<file path="src/rtl/div_unit_allocator.sv">
// Divider pool allocator: round-robin grant of free dividers to issue lanes and a
// per-unit IDLE/BUSY/DONE sequencer that holds each result until writeback acks it.
module div_unit_allocator #(
  parameter int DIV_UNIT_NUM = 2,
  parameter int REQ_NUM      = 2,
  parameter int DIV_LATENCY  = 34,
  parameter int TAG_WIDTH    = 7,
  localparam int UW = (DIV_UNIT_NUM > 1) ? $clog2(DIV_UNIT_NUM) : 1,
  localparam int RW = (REQ_NUM > 1) ? $clog2(REQ_NUM) : 1,
  localparam int CW = $clog2(DIV_LATENCY)
) (
  input  logic                           clk,
  input  logic                           rst,
  input  logic                           stall,
  input  logic [REQ_NUM-1:0]             req,
  input  logic [REQ_NUM*TAG_WIDTH-1:0]   reqTag,
  output logic [REQ_NUM-1:0]             grant,
  output logic [REQ_NUM*UW-1:0]          grantUnit,
  output logic [DIV_UNIT_NUM-1:0]        divStart,
  output logic [DIV_UNIT_NUM-1:0]        divFree,
  output logic                           anyFree,
  input  logic                           flushAll,
  output logic [DIV_UNIT_NUM-1:0]        resultValid,
  output logic [DIV_UNIT_NUM*TAG_WIDTH-1:0] resultTag,
  input  logic [DIV_UNIT_NUM-1:0]        resultAck
);

  typedef enum logic [1:0] {
    IDLE = 2'd0,
    BUSY = 2'd1,
    DONE = 2'd2
  } unit_state_e;

  unit_state_e                           state_r     [DIV_UNIT_NUM];
  unit_state_e                           state_nxt_s [DIV_UNIT_NUM];
  logic [DIV_UNIT_NUM-1:0][CW-1:0]        cnt_r, cnt_nxt_s;
  logic [DIV_UNIT_NUM-1:0][TAG_WIDTH-1:0] tag_r, tag_nxt_s;
  logic [RW-1:0]                          rr_ptr_r, rr_nxt_s;
  logic [DIV_UNIT_NUM-1:0]                div_start_r;

  logic [REQ_NUM-1:0][TAG_WIDTH-1:0]      req_tag_s;
  logic [REQ_NUM-1:0][UW-1:0]             grant_unit_s;
  logic [REQ_NUM-1:0]                     grant_s;
  logic [DIV_UNIT_NUM-1:0]                free_s, avail_s, unit_grant_s;
  logic [DIV_UNIT_NUM-1:0][TAG_WIDTH-1:0] unit_tag_s;
  logic [RW-1:0]                          last_lane_s;
  logic                                   any_grant_s, taken_s;

  assign req_tag_s = reqTag;

  // Unit status decode from registered state only.
  always_comb begin
    free_s      = '0;
    resultValid = '0;
    for (int u = 0; u < DIV_UNIT_NUM; u++) begin
      free_s[u]      = (state_r[u] == IDLE);
      resultValid[u] = (state_r[u] == DONE);
    end
  end

  assign divFree   = free_s;
  assign anyFree   = |free_s;
  assign divStart  = div_start_r;
  assign resultTag = tag_r;
  assign grant     = grant_s;
  assign grantUnit = grant_unit_s;

  // Lane scan from rrPtr with wrap (pass 0: lanes >= rrPtr, pass 1: the rest); lowest free unit wins.
  always_comb begin
    grant_s      = '0;
    grant_unit_s = '0;
    unit_grant_s = '0;
    unit_tag_s   = '0;
    avail_s      = free_s;
    last_lane_s  = '0;
    any_grant_s  = 1'b0;
    taken_s      = 1'b0;
    if (rst && !stall && !flushAll) begin
      for (int p = 0; p < 2; p++) begin
        for (int l = 0; l < REQ_NUM; l++) begin
          if (((p == 0) == (l >= int'(rr_ptr_r))) && req[l]) begin
            taken_s = 1'b0;
            for (int u = 0; u < DIV_UNIT_NUM; u++) begin
              if (avail_s[u] && !taken_s) begin
                taken_s         = 1'b1;
                avail_s[u]      = 1'b0;
                grant_s[l]      = 1'b1;
                grant_unit_s[l] = UW'(u);
                unit_grant_s[u] = 1'b1;
                unit_tag_s[u]   = req_tag_s[l];
                last_lane_s     = RW'(l);
                any_grant_s     = 1'b1;
              end else begin
                taken_s = taken_s;
              end
            end
          end else begin
            any_grant_s = any_grant_s;
          end
        end
      end
    end else begin
      grant_s = '0;
    end
  end

  // Round-robin pointer moves past the last granted lane; held when nothing is granted.
  always_comb begin
    rr_nxt_s = rr_ptr_r;
    if (any_grant_s) begin
      if (int'(last_lane_s) == REQ_NUM - 1) begin
        rr_nxt_s = '0;
      end else begin
        rr_nxt_s = last_lane_s + RW'(1);
      end
    end else begin
      rr_nxt_s = rr_ptr_r;
    end
  end

  // Per-unit next-state: flush forces IDLE from any state; ack outside DONE is ignored.
  always_comb begin
    for (int u = 0; u < DIV_UNIT_NUM; u++) begin
      state_nxt_s[u] = state_r[u];
      cnt_nxt_s[u]   = cnt_r[u];
      tag_nxt_s[u]   = tag_r[u];
      if (flushAll) begin
        state_nxt_s[u] = IDLE;
        cnt_nxt_s[u]   = '0;
      end else begin
        case (state_r[u])
          IDLE: begin
            if (unit_grant_s[u]) begin
              state_nxt_s[u] = BUSY;
              cnt_nxt_s[u]   = CW'(DIV_LATENCY - 1);
              tag_nxt_s[u]   = unit_tag_s[u];
            end else begin
              state_nxt_s[u] = IDLE;
            end
          end
          BUSY: begin
            if (cnt_r[u] == '0) begin
              state_nxt_s[u] = DONE;
            end else begin
              cnt_nxt_s[u] = cnt_r[u] - CW'(1);
            end
          end
          DONE: begin
            if (resultAck[u]) begin
              state_nxt_s[u] = IDLE;
            end else begin
              state_nxt_s[u] = DONE;
            end
          end
          default: begin
            state_nxt_s[u] = IDLE;
          end
        endcase
      end
    end
  end

  // State, counter, tag, pointer and start-pulse registers.
  always_ff @(posedge clk or negedge rst) begin
    if (!rst) begin
      for (int u = 0; u < DIV_UNIT_NUM; u++) begin
        state_r[u] <= IDLE;
      end
      cnt_r       <= '0;
      tag_r       <= '0;
      rr_ptr_r    <= '0;
      div_start_r <= '0;
    end else begin
      state_r     <= state_nxt_s;
      cnt_r       <= cnt_nxt_s;
      tag_r       <= tag_nxt_s;
      rr_ptr_r    <= rr_nxt_s;
      div_start_r <= unit_grant_s;
    end
  end

endmodule

</file>
<file path="config.mk">
export PLATFORM = sky130hd
export DESIGN_NAME = div_unit_allocator
export DESIGN_NICKNAME = d
export VERILOG_FILES = /design/src/rtl/div_unit_allocator.sv
export SDC_FILE = /design/constraint.sdc
export NUM_CORES = 1
export LEC_CHECK = 0
export ABC_CLOCK_PERIOD_IN_PS = 1800
export BUFFER_PORTS_ARGS = -buffer_cell sky130_fd_sc_hd__buf_2
export CAP_MARGIN = 20
export CORE_ASPECT_RATIO = 1.5
export CORE_MARGIN = 4
export CORE_UTILIZATION = 54
export CTS_BUF_LIST = sky130_fd_sc_hd__clkbuf_8
export DETAILED_ROUTE_END_ITERATION = 6
export GPL_TIMING_DRIVEN = 0
export PLACE_DENSITY = 0.8
export SLEW_MARGIN = 20
export SYNTH_ARGS = -nofsm -noshare
export SYNTH_HDL_FRONTEND = slang
export SYNTH_SLANG_ARGS = --single-unit
export TNS_END_PERCENT = 1
</file>
<file path="constraint.sdc">
create_clock -name clk -period 1.8 [get_ports clk]
set_input_delay 0.18 -clock clk [delete_from_list [all_inputs] [get_ports clk]]
set_output_delay 0.18 -clock clk [all_outputs]
set_load 0.05 [all_outputs]
</file>
# Word level (Yosys, flattened, before mapping)
# Cells that the tools add are included.
# word_totals
ff_bits	33
output_inout_bits	25
input_bits	22
wordCells	126
# op_classes
n_mux	79
n_eq_ne	10
n_bitwise	2
magnitude_cmp	1
n_addsub	3
n_reduce_logical	23
# op_table
cell	n
$mux W14	4
$mux W1	43
$mux W7	6
$mux W6	6
$mux W2	16
$pmux W6 S2	2
$logic_not A6 Y1	2
$ne A3 B3 Y1 const B	4
$pmux W2 S3	2
$reduce_and A3 Y1	4
$sub A6 B1 Y6 const B	2
$logic_and A1 B1 Y1	7
$reduce_bool A3 Y1	2
$logic_not A1 Y1	5
$eq A2 B1 Y1 const B	2
$eq A2 B2 Y1 const B	2
$logic_not A2 Y1	2
$ne A3 B1 Y1 const B	1
$ne A3 B2 Y1 const B	1
$not A1 Y1	2
$reduce_or A2 Y1	1
$add A1 B1 Y1 const B	1
$ge A1 B1 Y1 const A	1

# Logic depth before layout (Yosys ltp)
# Gate-level depths: netlist (run 1).
# depth
ltp_word	28
ltp_mapped	8

# Worst setup path after synthesis (run 1)
# Ideal clock, no wire load.
# synth_path
path_kind	flip-flop to output port
start	reg state_r[3] (netlist name)
end	out grantUnit[1]
t_arrival_ns	2.253
setup_slack_ns	-0.633
stages_incl_launch_ff	5
n_path_buf	1
cell_sequence	dfrtp_1 > nor2_1 > buf_2 > o21ai_0 > nor3_1
# synth_via
elab_chain_cells	13
word_cells_on_any_way	17
cone_classes	mux (12); reduce/logical (5)
# synth_lines
element	line_no	text
start, declared	34	unit_state_e state_r [DIV_UNIT_NUM];
start signal, assigned	174	state_r <= state_nxt_s;
$logic_not A2 Y1 *	56	free_s[u] = (state_r[u] == IDLE);
net divFree[0]	20	output logic [DIV_UNIT_NUM-1:0] divFree,
$mux W1	84	if (avail_s[u] && !taken_s) begin
$mux W1	81	if (((p == 0) == (l >= int'(rr_ptr_r))) && req[l]) begin
$mux W1	78	if (rst && !stall && !flushAll) begin
$logic_not A1 Y1	84	
$logic_and A1 B1 Y1	84	
$mux W1	84	
$mux W2 *	81	
$mux W2 *	78	
$logic_and A1 B1 Y1 *	84	
$mux W1 *	84	
$mux W1 *	81	
$mux W2 *	78	
end, declared	18	output logic [REQ_NUM*UW-1:0] grantUnit,
# Mark *: on every way through the listed nets, which the timed path passes. The rest lies on a longest branch. The select of a mux whose other input is x is not followed.

# Final worst setup path (run 1)
# layout_path
start	reg rr_ptr_r
end	out grantUnit[0]
# layout_via
elab_chain_cells	16
word_cells_on_any_way	24
cone_classes	order compare (1); mux (16); bitwise (1); reduce/logical (6)
# layout_lines
element	line_no	text
start, declared	38	logic [RW-1:0] rr_ptr_r, rr_nxt_s;
start signal, assigned	177	rr_ptr_r <= rr_nxt_s;
$ge A1 B1 Y1 *	81	
$logic_and A1 B1 Y1	81	
$mux W2	81	
$mux W2	78	
$mux W1	84	
$mux W1	81	
$mux W1	78	
$logic_not A1 Y1	84	
$logic_and A1 B1 Y1	84	
$mux W1	84	
$mux W2	81	
$mux W2	78	
$logic_and A1 B1 Y1	84	
$mux W1	84	
$mux W1 *	81	
$mux W2 *	78	
# Every way passes the cells marked *; elsewhere a longest branch is shown, timed or not. The select of a mux whose other input is x is not followed.

==> run metrics, run 1 <==
status finished clean; EDFF count, synth 0; post-synthesis sequential area ratio 0.4052; GRT Resource Usage Total 0.2469; met1 global-route usage 0.2910; die area 4842 sq um; die height 83.25 um; syn avg cell area 9.569 sq um; largest net degree at the start of global routing 34; clock latency on the worst-skew pair 0.29 ns; Synth top area share 0.4052; Final Cycle Share 0.9952; count leader, synth dfrtp_1; vias 2057; vias per cell 6.388; Static Leak 1.214 nW; Yosys Warn Count 0; Initial Util 0.5586; Setup CP Type reg2out; Placed Instance Area 2338 sq um; critical path launch point type register; Max Freq 558.2 MHz; Final Cell Area 2665 sq um; Hold Crit Start flushAll; FF+latch count, synth 33; # port buffers 45; Crit Path Max Fanout 10; Die W 58.16 um; max-slew violations 0; Total Nets Final 304; worst reg-to-reg setup slack 0.11 ns; Hold Fails Final Rpt 0; Commonest cells post-synth dfrtp_1 (33), nor2_1 (17), a21oi_1 (10), inv_1 (10), nand4_1 (10); drt pass-1 iters 4; CP Buf/Inv Count 2; Top Ports 47; HPWL Detailed 3837 um; CP peak stage delay 0.39 ns; setup ws final 0.008648 ns; first-pass GRT wire length 9204 um; Post-Route Skew 0.002670 ns; minimum clock period after layout 1.791 ns; met3 usage 0.04977; drt total wl 5754 um; CTS H-tree lvls 2; CP Cell Sequence buf_4 -> a211o_4 -> and4_1 -> buf_6; GRT Residual Overflow 0; CP delay by family, top flip-flops; Multi-input gate area 1156 sq um; detailed-route wire length per cell 17.87 um; setup TNS 0 ns; Routed Antenna Nets 0; GR peak layer met2; required time of the critical path 1.62 ns; synthesized area 2038 sq um; unrepaired setup endpoints after global routing yes; CTS Buf Count 5; Core ar. 3649 sq um; Longest Clk Path Bufs 2; DRC viols 0; clock root buffer clkbuf_8; CP Depth 4; initial antenna violation count 0; top cell type by total area after synthesis dfrtp_1; Final Wtd Congestion 0.9422; Slowest cell on crit path dfrtp_1; CP Capture Type output port; Main synth FF type dfrtp_1; Cells after Synth 213; drt first-iter violations 133; pin slew with the least headroom to its limit 0.5143 ns; antenna cells 0; PwrDens 849.4 nW/um^2; fillers 270; pre-CTS setup slack -0.3923 ns; Std-Cell Rows 27; Syn Nets 239; Slew headroom 0.6572; layout cells sized above 1 0.3763; Reg area 830.8 sq um; Post-synth ARST share 1.000; total power 2.264 mW; FF-to-FF End cnt_r[1]; crit path DAT 1.61 ns; number of global-route vias before repair 1969; met2 Use GR 0.4023; Max Cap Viol 0; most area-consuming cells after synthesis dfrtp_1 (41%), a22oi_1 (3.3%), nor2_1 (3.1%); r2r worst-path depth 6; Synth-to-Final Area Change 30.76%; Synth cell types 53; CTS tree built; Setup Viol. Count Final 0; VDD IR-drop max 0.0007608 V; Hold Crit Class in2reg; fin util 0.7305; Worst Hold Path Cells 2; Reg clk slew, reported paths 0.07 ns; Worst Hold End cnt_r[1]; worst r2r src cnt_r[0]; Sinks on Clock Net 33
==> cell usage in the layout (no fill, tap or decap), types with 2 or more instances in the layout <==
cell type and n:
nand4_1 10, o31ai_1 2, o2111ai_1 7, a22oi_1 9
nand2b_1 3, dfrtp_2 4, o21a_1 7, a21oi_1 9
nand2_1 7, dfrtp_1 29, nor2_4 2, nor2_1 16
buf_2 43, nor3b_4 2, o211ai_1 8, o41ai_2 2
o32ai_1 2, mux2i_1 2, and3_1 5, clkbuf_8 5
nand3_1 2, nor4_1 4, or3_1 2, inv_1 11
nor3_1 5, clkinv_2 2, o22a_1 2, nor2b_1 4
a31oi_1 3, ha_1 4, clkbuf_1 2, buf_6 10
buf_4 16, o21ai_0 4
==> cell families (layout without fill, tap and decap cells) <==
logic type	count (synthesis)	in the layout	share of synthesized area
DFF	33	33	0.4052
adders and majority gates	5	5	0.02947
AOI/OAI and AO/OA	70	70	0.2732
and+or+nand+nor	75	75	0.2106
xor gates and xnor gates	1	1	0.004298
buffers and inverters	27	93	0.06753
muxes	2	2	0.009822
==> cell type report <==
| cell class | count | share of cell area |
|---|---|---|
| multi-input cells | 153 | 0.4338 |
| flip-flops and latches | 33 | 0.3117 |
| repair buffers | 60 | 0.1441 |
| plain buffers | 14 | 0.04366 |
| clock buffers | 5 | 0.02582 |
| well taps | 43 | 0.02019 |
| inverters | 11 | 0.01549 |
| clock inverters | 3 | 0.005164 |
==> state kept, by name, summed over array words and instances, names as in the netlist <==
name,count
resultTag,14
cnt_r,12
divStart,2
rr_ptr_r,1
state_r,4
==> power by group <==
group | switching [mW] | total (mW) | internal, mW | leakage [nW]
clock | 0.282 | 0.544 | 0.262 | 0.0491
combinational | 0.577 | 0.820 | 0.243 | 0.751
sequential | 0.0584 | 0.899 | 0.841 | 0.414
total | 0.917 | 2.26 | 1.35 | 1.21
==> worst max path at each step <==
stage,from,end,slack [ns]
4_1_cts,state_r[3],grantUnit[1],0.004
3_3_place_gp,rst,resultTag[12],-0.33
3_5_place_dp,rst,resultTag[12],-0.39
5_1_grt,state_r[3],grant[0],-0.06
6_report,rr_ptr_r,grantUnit[0],0.009
2_1_floorplan,state_r[3],grantUnit[1],-0.08
==> what timing repair did <==
| item | in CTS | in global routing |
|---|---|---|
| endpoints found under the setup margin | 8 | 8 |
| pin swaps | 3 | 6 |
| buffers inserted | 9 | 4 |
| hold buffers | 2 | 0 |
| endpoints found under the hold margin | 33 | 0 |
| resized for setup | 29 | 8 |
==> through the flow <==
step                      hold WS, ns  cells
after floorplan               -0.1156    213
after global placement         0.2842    301
after detailed placement       0.3018    301
after global routing           0.1250    322
after CTS                      0.1184    318
final                          0.1163    322
==> per-layer routing <==
metal  up-vias  share of wire  routed length [um]
met5         -              0                   0
li1        944              -                   -
met1       990           0.37                2114
met3        18          0.073                 418
met4         0          0.039                 225
met2       105           0.52                2995
Power figures use the tool's default switching activity.
==> run 2, diff against run 1 <==
--- a/config.mk
+++ b/config.mk
@@ -5,7 +5,7 @@
 export SDC_FILE = /design/constraint.sdc
 export NUM_CORES = 1
 export LEC_CHECK = 0
-export ABC_CLOCK_PERIOD_IN_PS = 1800
+export ABC_CLOCK_PERIOD_IN_PS = 2290
 export BUFFER_PORTS_ARGS = -buffer_cell sky130_fd_sc_hd__buf_2
 export CAP_MARGIN = 20
 export CORE_ASPECT_RATIO = 1.5
==> constraint.sdc (replaced) <==
create_clock -name clk -period 2.29 [get_ports clk]
set_input_delay 0.229 -clock clk [delete_from_list [all_inputs] [get_ports clk]]
set_output_delay 0.229 -clock clk [all_outputs]
set_load 0.05 [all_outputs]
==> run 2 against run 1 <==
  * Global-route usage down 2.0 points
  * Worst hold slack better by 0.049 ns
  * Utilization down 5.6 points
  * Non-clock buffer count down 8
  * Flip-flop and latch count unchanged
  * Via count down 5.1%
  * Combinational power down 25%
  * Clock skew up 0.0049 ns
  * Clock-buffer cell count unchanged
  * Clock power down 22%
  * Largest power group unchanged
  * Highest routed layer unchanged
==> run metrics, run 2 (synthesized netlist as in run 1, its figures left out) <==
status finished clean; Multi-input gate area 1082 sq um (-6.4%); antenna cells 0 (unchanged); fillers 305 (+13%); clock root buffer clkbuf_8; commonest non-fill, non-tap cells in the layout buf_2 (52), dfrtp_1 (33), nor2_1 (16), inv_1 (11); Setup CP Type reg2out; worst r2r src cnt_r[6]; Crit Path Max Fanout 10 (unchanged); largest net degree at the start of global routing 35 (+2.9%); clock latency on the worst-skew pair 0.29 ns (about the same); Longest Clk Path Bufs 2 (unchanged); CP Capture Type output port; Slew headroom 0.6628 (+0.005669); HPWL Detailed 3824 um (-0.33%); Final Wtd Congestion 0.9038 (-4.1%); Static Leak 1.117 nW (-8.0%); VDD IR-drop max 0.0006088 V (-20%); Critical Path Source rr_ptr_r; Placed Cells 301 (unchanged); CTS H-tree lvls 2 (unchanged); Post-Route Skew 0.007526 ns (+0.004857 ns); layout cells sized above 1 0.3063 (-0.07007); Final Cycle Share 0.9092; # port buffers 45 (unchanged); GRT Residual Overflow 0 (unchanged); pin slew with the least headroom to its limit 0.5036 ns (-0.01071 ns); number of global-route vias before repair 1850 (-6.0%); Max Cap Viol 0 (unchanged); Std-Cell Rows 27 (unchanged); crit path DAT 1.85 ns (+0.24 ns); critical path launch point type register; CTS Buf Count 5 (unchanged); required time of the critical path 2.06 ns (+0.44 ns); drt pass-1 iters 4 (unchanged); r2r worst-path depth 6 (unchanged); Placed Instance Area 2322 sq um (-0.70%); detailed-route wire length per cell 16.84 um (-5.8%); Routed Antenna Nets 0 (unchanged); minimum clock period after layout 2.082 ns; Synth-to-Final Area Change 20.81%; initial antenna violation count 0 (unchanged); max FFs per register 14 (unchanged); GRT Resource Usage Total 0.2271 (-0.01971); Reg clk slew, reported paths 0.07 ns (about the same); Worst Setup EP grant[1]; Final Cell Area 2462 sq um (-7.6%); FF-to-FF End cnt_r[11]; Core ar. 3649 sq um (unchanged); first-pass GRT wire length 8542 um (-7.2%); CTS tree built; Initial Util 0.5586 (unchanged); PwrDens 707.2 nW/um^2 (-17%); max-slew violations 0 (unchanged); Die W 58.16 um (unchanged); Max Freq 480.3 MHz; Hold Crit Class in2reg; die area 4842 sq um (unchanged); worst reg-to-reg setup slack 0.53 ns (+0.42 ns); setup TNS 0 ns (unchanged); Reg area 825.8 sq um (-0.60%); vias 1952 (-5.1%); drt total wl 5287 um (-8.1%); DRC viols 0 (unchanged); Sinks on Clock Net 33 (unchanged); unrepaired setup endpoints after global routing no; Hold Fails Final Rpt 0 (unchanged); drt first-iter violations 128 (-3.8%); die height 83.25 um (unchanged); Top Ports 47 (unchanged); Total Nets Final 296 (-2.6%); Cell Count, Final, Fillers Out 314 (-2.5%); Setup Viol. Count Final 0 (unchanged); vias per cell 6.217 (-2.7%); most common cell after layout, fill and taps aside buf_2
==> run 2: power breakdown <==
group,switching [mW],internal [mW]
combinational,0.442,0.173
clock,0.217,0.206
sequential,0.0435,0.661
==> run 2: timing repair <==
action,4_1_cts,5_1_grt
gates resized for setup,0,2
buffers inserted,0,3
endpoints found under the setup margin,0,3
hold buffers,0,2
endpoints found under the hold margin,0,33
==> run 2: critical path, stage by stage (launching register included) <==
cell and delay (ns):
dfrtp_1 0.45, nand2b_1 0.18, buf_2 0.18, maj3_1 0.36, and3_1 0.18, buf_2 0.20
==> run 2: area by class of cell <==
cell class / instances / share of cell area
Sequential cell: 33 / 0.3354
Multi-Input combinational cell: 153 / 0.4395
Clock inverter: 3 / 0.005589
Buffer: 16 / 0.03913
Tap cell: 43 / 0.02185
Clock buffer: 5 / 0.02795
Timing Repair Buffer: 50 / 0.1138
Inverter: 11 / 0.01677
==> run 2: worst min-delay path by stage <==
stage,from,endpoint,depth (start not counted)
3_5_place_dp,rst,resultTag[9],1
6_report,flushAll,cnt_r[1],2
4_1_cts,rst,resultTag[9],1
5_1_grt,flushAll,cnt_r[1],2
3_3_place_gp,rst,resultTag[9],1
2_1_floorplan,rst,cnt_r[0],0
==> run 2: per-layer routing <==
layer  track usage  part of all wire  vias to the layer above
met5             0                 0                        -
met4       0.09705             0.036                        0
met3       0.04666             0.070                       15
met2        0.3889              0.50                       80
met1        0.2663              0.40                      923
li1              -                 -                      934
==> run 2: per-stage QoR <==
stage               worst slack (ns)    util  hold WS, ns  total power, mW
CTS                          0.07828  0.6591      0.02722            1.748
floorplan                     0.1294       -     -0.06659            1.161
global placement              0.1265  0.6365       0.3328            1.309
detailed placement           0.06776  0.6365       0.3427            1.324
global route                 0.07738  0.6749       0.1635            1.824
finish                        0.2080  0.6749       0.1656            1.741
==> run 3, diff against run 2 <==
--- a/config.mk
+++ b/config.mk
@@ -8,13 +8,13 @@
 export ABC_CLOCK_PERIOD_IN_PS = 2290
 export BUFFER_PORTS_ARGS = -buffer_cell sky130_fd_sc_hd__buf_2
 export CAP_MARGIN = 20
-export CORE_ASPECT_RATIO = 1.5
+export CORE_ASPECT_RATIO = 1.2
 export CORE_MARGIN = 4
 export CORE_UTILIZATION = 54
 export CTS_BUF_LIST = sky130_fd_sc_hd__clkbuf_8
 export DETAILED_ROUTE_END_ITERATION = 6
 export GPL_TIMING_DRIVEN = 0
-export PLACE_DENSITY = 0.8
+export PLACE_DENSITY = 0.88
 export SLEW_MARGIN = 20
 export SYNTH_ARGS = -nofsm -noshare
 export SYNTH_HDL_FRONTEND = slang
==> run 3 against run 2 <==
  * Worst hold slack lost 0.16 ns
  * Power shrank 0.52%
  * Sequential power is essentially flat
  * Via count grew 0.56%
  * Critical path depth is the same
  * Critical endpoint is now grantUnit[1]
  * Register-to-register slack lost 0.03 ns
  * Highest routed layer unchanged
  * Largest power group unchanged
==> run metrics, run 3 (synthesized netlist as in run 1, its figures left out) <==
status finished clean; Hold Crit Class in2async; vias per cell 6.096 (-1.9%); Longest Clk Path Bufs 2 (unchanged); Setup Viol. Count Final 0 (unchanged); Slew headroom 0.4967 (-0.1661); Final Cycle Share 0.9099 (about the same); Crit Path Max Fanout 10 (unchanged); pin slew with the least headroom to its limit 0.7550 ns (+0.2514 ns); most common cell after layout, fill and taps aside buf_2; PwrDens 707.5 nW/um^2 (about the same); initial antenna violation count 0 (unchanged); GRT Residual Overflow 0 (unchanged); max FFs per register 14 (unchanged); HPWL Detailed 3694 um (-3.4%); Placed Cells 310 (+3.0%); CP Capture Type output port; Total Nets Final 295 (-0.34%); VDD IR-drop max 0.0005853 V (-3.9%); Setup CP Type reg2out; Critical Path Source state_r[1]; setup TNS 0 ns (unchanged); largest net degree at the start of global routing 35 (unchanged); first-pass GRT wire length 8369 um (-2.0%); minimum clock period after layout 2.084 ns (+0.001761 ns); commonest non-fill, non-tap cells in the layout buf_2 (53), dfrtp_1 (33), nor2_1 (16), inv_1 (11); Top Ports 47 (unchanged); DRC viols 0 (unchanged); drt pass-1 iters 4 (unchanged); Final Wtd Congestion 0.8920 (-1.3%); Max Cap Viol 0 (unchanged); worst r2r src cnt_r[6]; CTS tree built; Met3 Wirelength 441 um (+20%); max-slew violations 0 (unchanged); clock root buffer clkbuf_8; total power 1.732 mW (-0.52%); Sinks on Clock Net 33 (unchanged); required time of the critical path 2.06 ns (about the same); # port buffers 45 (unchanged); vias 1963 (+0.56%); critical path launch point type register; Routed Antenna Nets 0 (unchanged); Static Leak 1.107 nW (-0.90%); Initial Util 0.5610 (+0.002308); crit path DAT 1.85 ns (about the same); top sig layer met4; detailed-route wire length per cell 15.99 um (-5.0%); clock latency on the worst-skew pair 0.28 ns (about the same); Core ar. 3633 sq um (-0.41%); number of global-route vias before repair 1834 (-0.86%); drt total wl 5149 um (-2.6%); Reg clk slew, reported paths 0.07 ns (about the same); fillers 309 (+1.3%); Post-Route Skew 0.004592 ns (-0.002934 ns); drt first-iter violations 211 (+65%); unrepaired setup endpoints after global routing no; Cell Count, Final, Fillers Out 322 (+2.5%); layout cells sized above 1 0.3074 (+0.001134); WHS 0.005314 ns (-0.1603 ns); Std-Cell Rows 24 (-11%); Synth-to-Final Area Change 20.14%; die height 75.30 um (-9.5%); routed wl met2 2491 um (-5.4%); Hold Fails Final Rpt 0 (unchanged); metal1 wirelength 2095 um (-0.14%); CTS H-tree lvls 2 (unchanged); antenna cells 0 (unchanged); CTS hold repair buffers 0 (unchanged); Max Freq 479.9 MHz (about the same); GRT Resource Usage Total 0.2221 (-0.005029); CTS Buf Count 5 (unchanged); die area 4826 sq um (-0.33%); Die W 64.09 um (+10%)
[run 3: cell types whose count changed in the layout (fill, tap and decap cells not counted)]
cell and change:
buf_12 -1, buf_2 +1, dlygate4sd3_1 -1, buf_4 +1, clkbuf_4 -1
[run 3: stage by stage]
stage / utilization / worst slack [ns] / cell area (sq um)
after floorplan: - / 0.1294 / 2043
after global placement: 0.6422 / 0.1369 / 2333
after detailed placement: 0.6422 / 0.09287 / 2333
after CTS: 0.6649 / 0.08572 / 2416
after global routing: 0.6739 / 0.05887 / 2449
final: 0.6739 / 0.2062 / 2449
[run 3: final timing paths]
check | to | slack, ns | depth (start not counted)
max | grantUnit[1] | 0.21 | 5
min | resultTag[8] | 0.005 | 1
max reg2reg | cnt_r[11] | 0.50 | 6
min reg2reg | resultTag[7] | 0.49 | 1
max in group asynchronous | state_r[0] | 1.80 | 1
min in group clk | cnt_r[1] | 0.17 | 2
[run 3: area by class of cell]
type | instances | area, sq um | share of cell area
plain buffers | 16 | 96.34 | 0.03935
clock buffers | 5 | 68.82 | 0.02810
clock inverters | 3 | 13.76 | 0.005621
inverters | 11 | 41.29 | 0.01686
multi-input cells | 153 | 1082 | 0.4420
flip-flops and latches | 33 | 825.8 | 0.3373
well taps | 52 | 65.06 | 0.02657
repair buffers | 49 | 255.2 | 0.1042
[run 3: critical path: stages (launching register included)]
cell and delay [ns]:
dfrtp_1 0.47, nor2_2 0.30, buf_2 0.27, nand2_1 0.09
nor3_2 0.16, buf_2 0.28
[run 3: report_power, final]
part / internal, mW / total (mW) / switching, mW / leakage (nW)
Sequential: 0.661 / 0.705 / 0.0440 / 0.421
Clock: 0.206 / 0.423 / 0.217 / 0.0491
Combinational: 0.168 / 0.605 / 0.437 / 0.638
Total: 1.03 / 1.73 / 0.697 / 1.11
[run 3: repair_timing]
action | in CTS | in global routing
buffers inserted | 0 | 4
gates resized for setup | 0 | 1
endpoints found under the setup margin | 0 | 3
hold endpoints to repair | 0 | 0
[run 3: metal layers]
| metal | GRT usage | vias to the layer above |
|---|---|---|
| li1 | - | 929 |
| met1 | 0.2741 | 925 |
| met2 | 0.3685 | 96 |
| met3 | 0.05015 | 13 |
| met4 | 0.1151 | 0 |
| met5 | 0 | - |
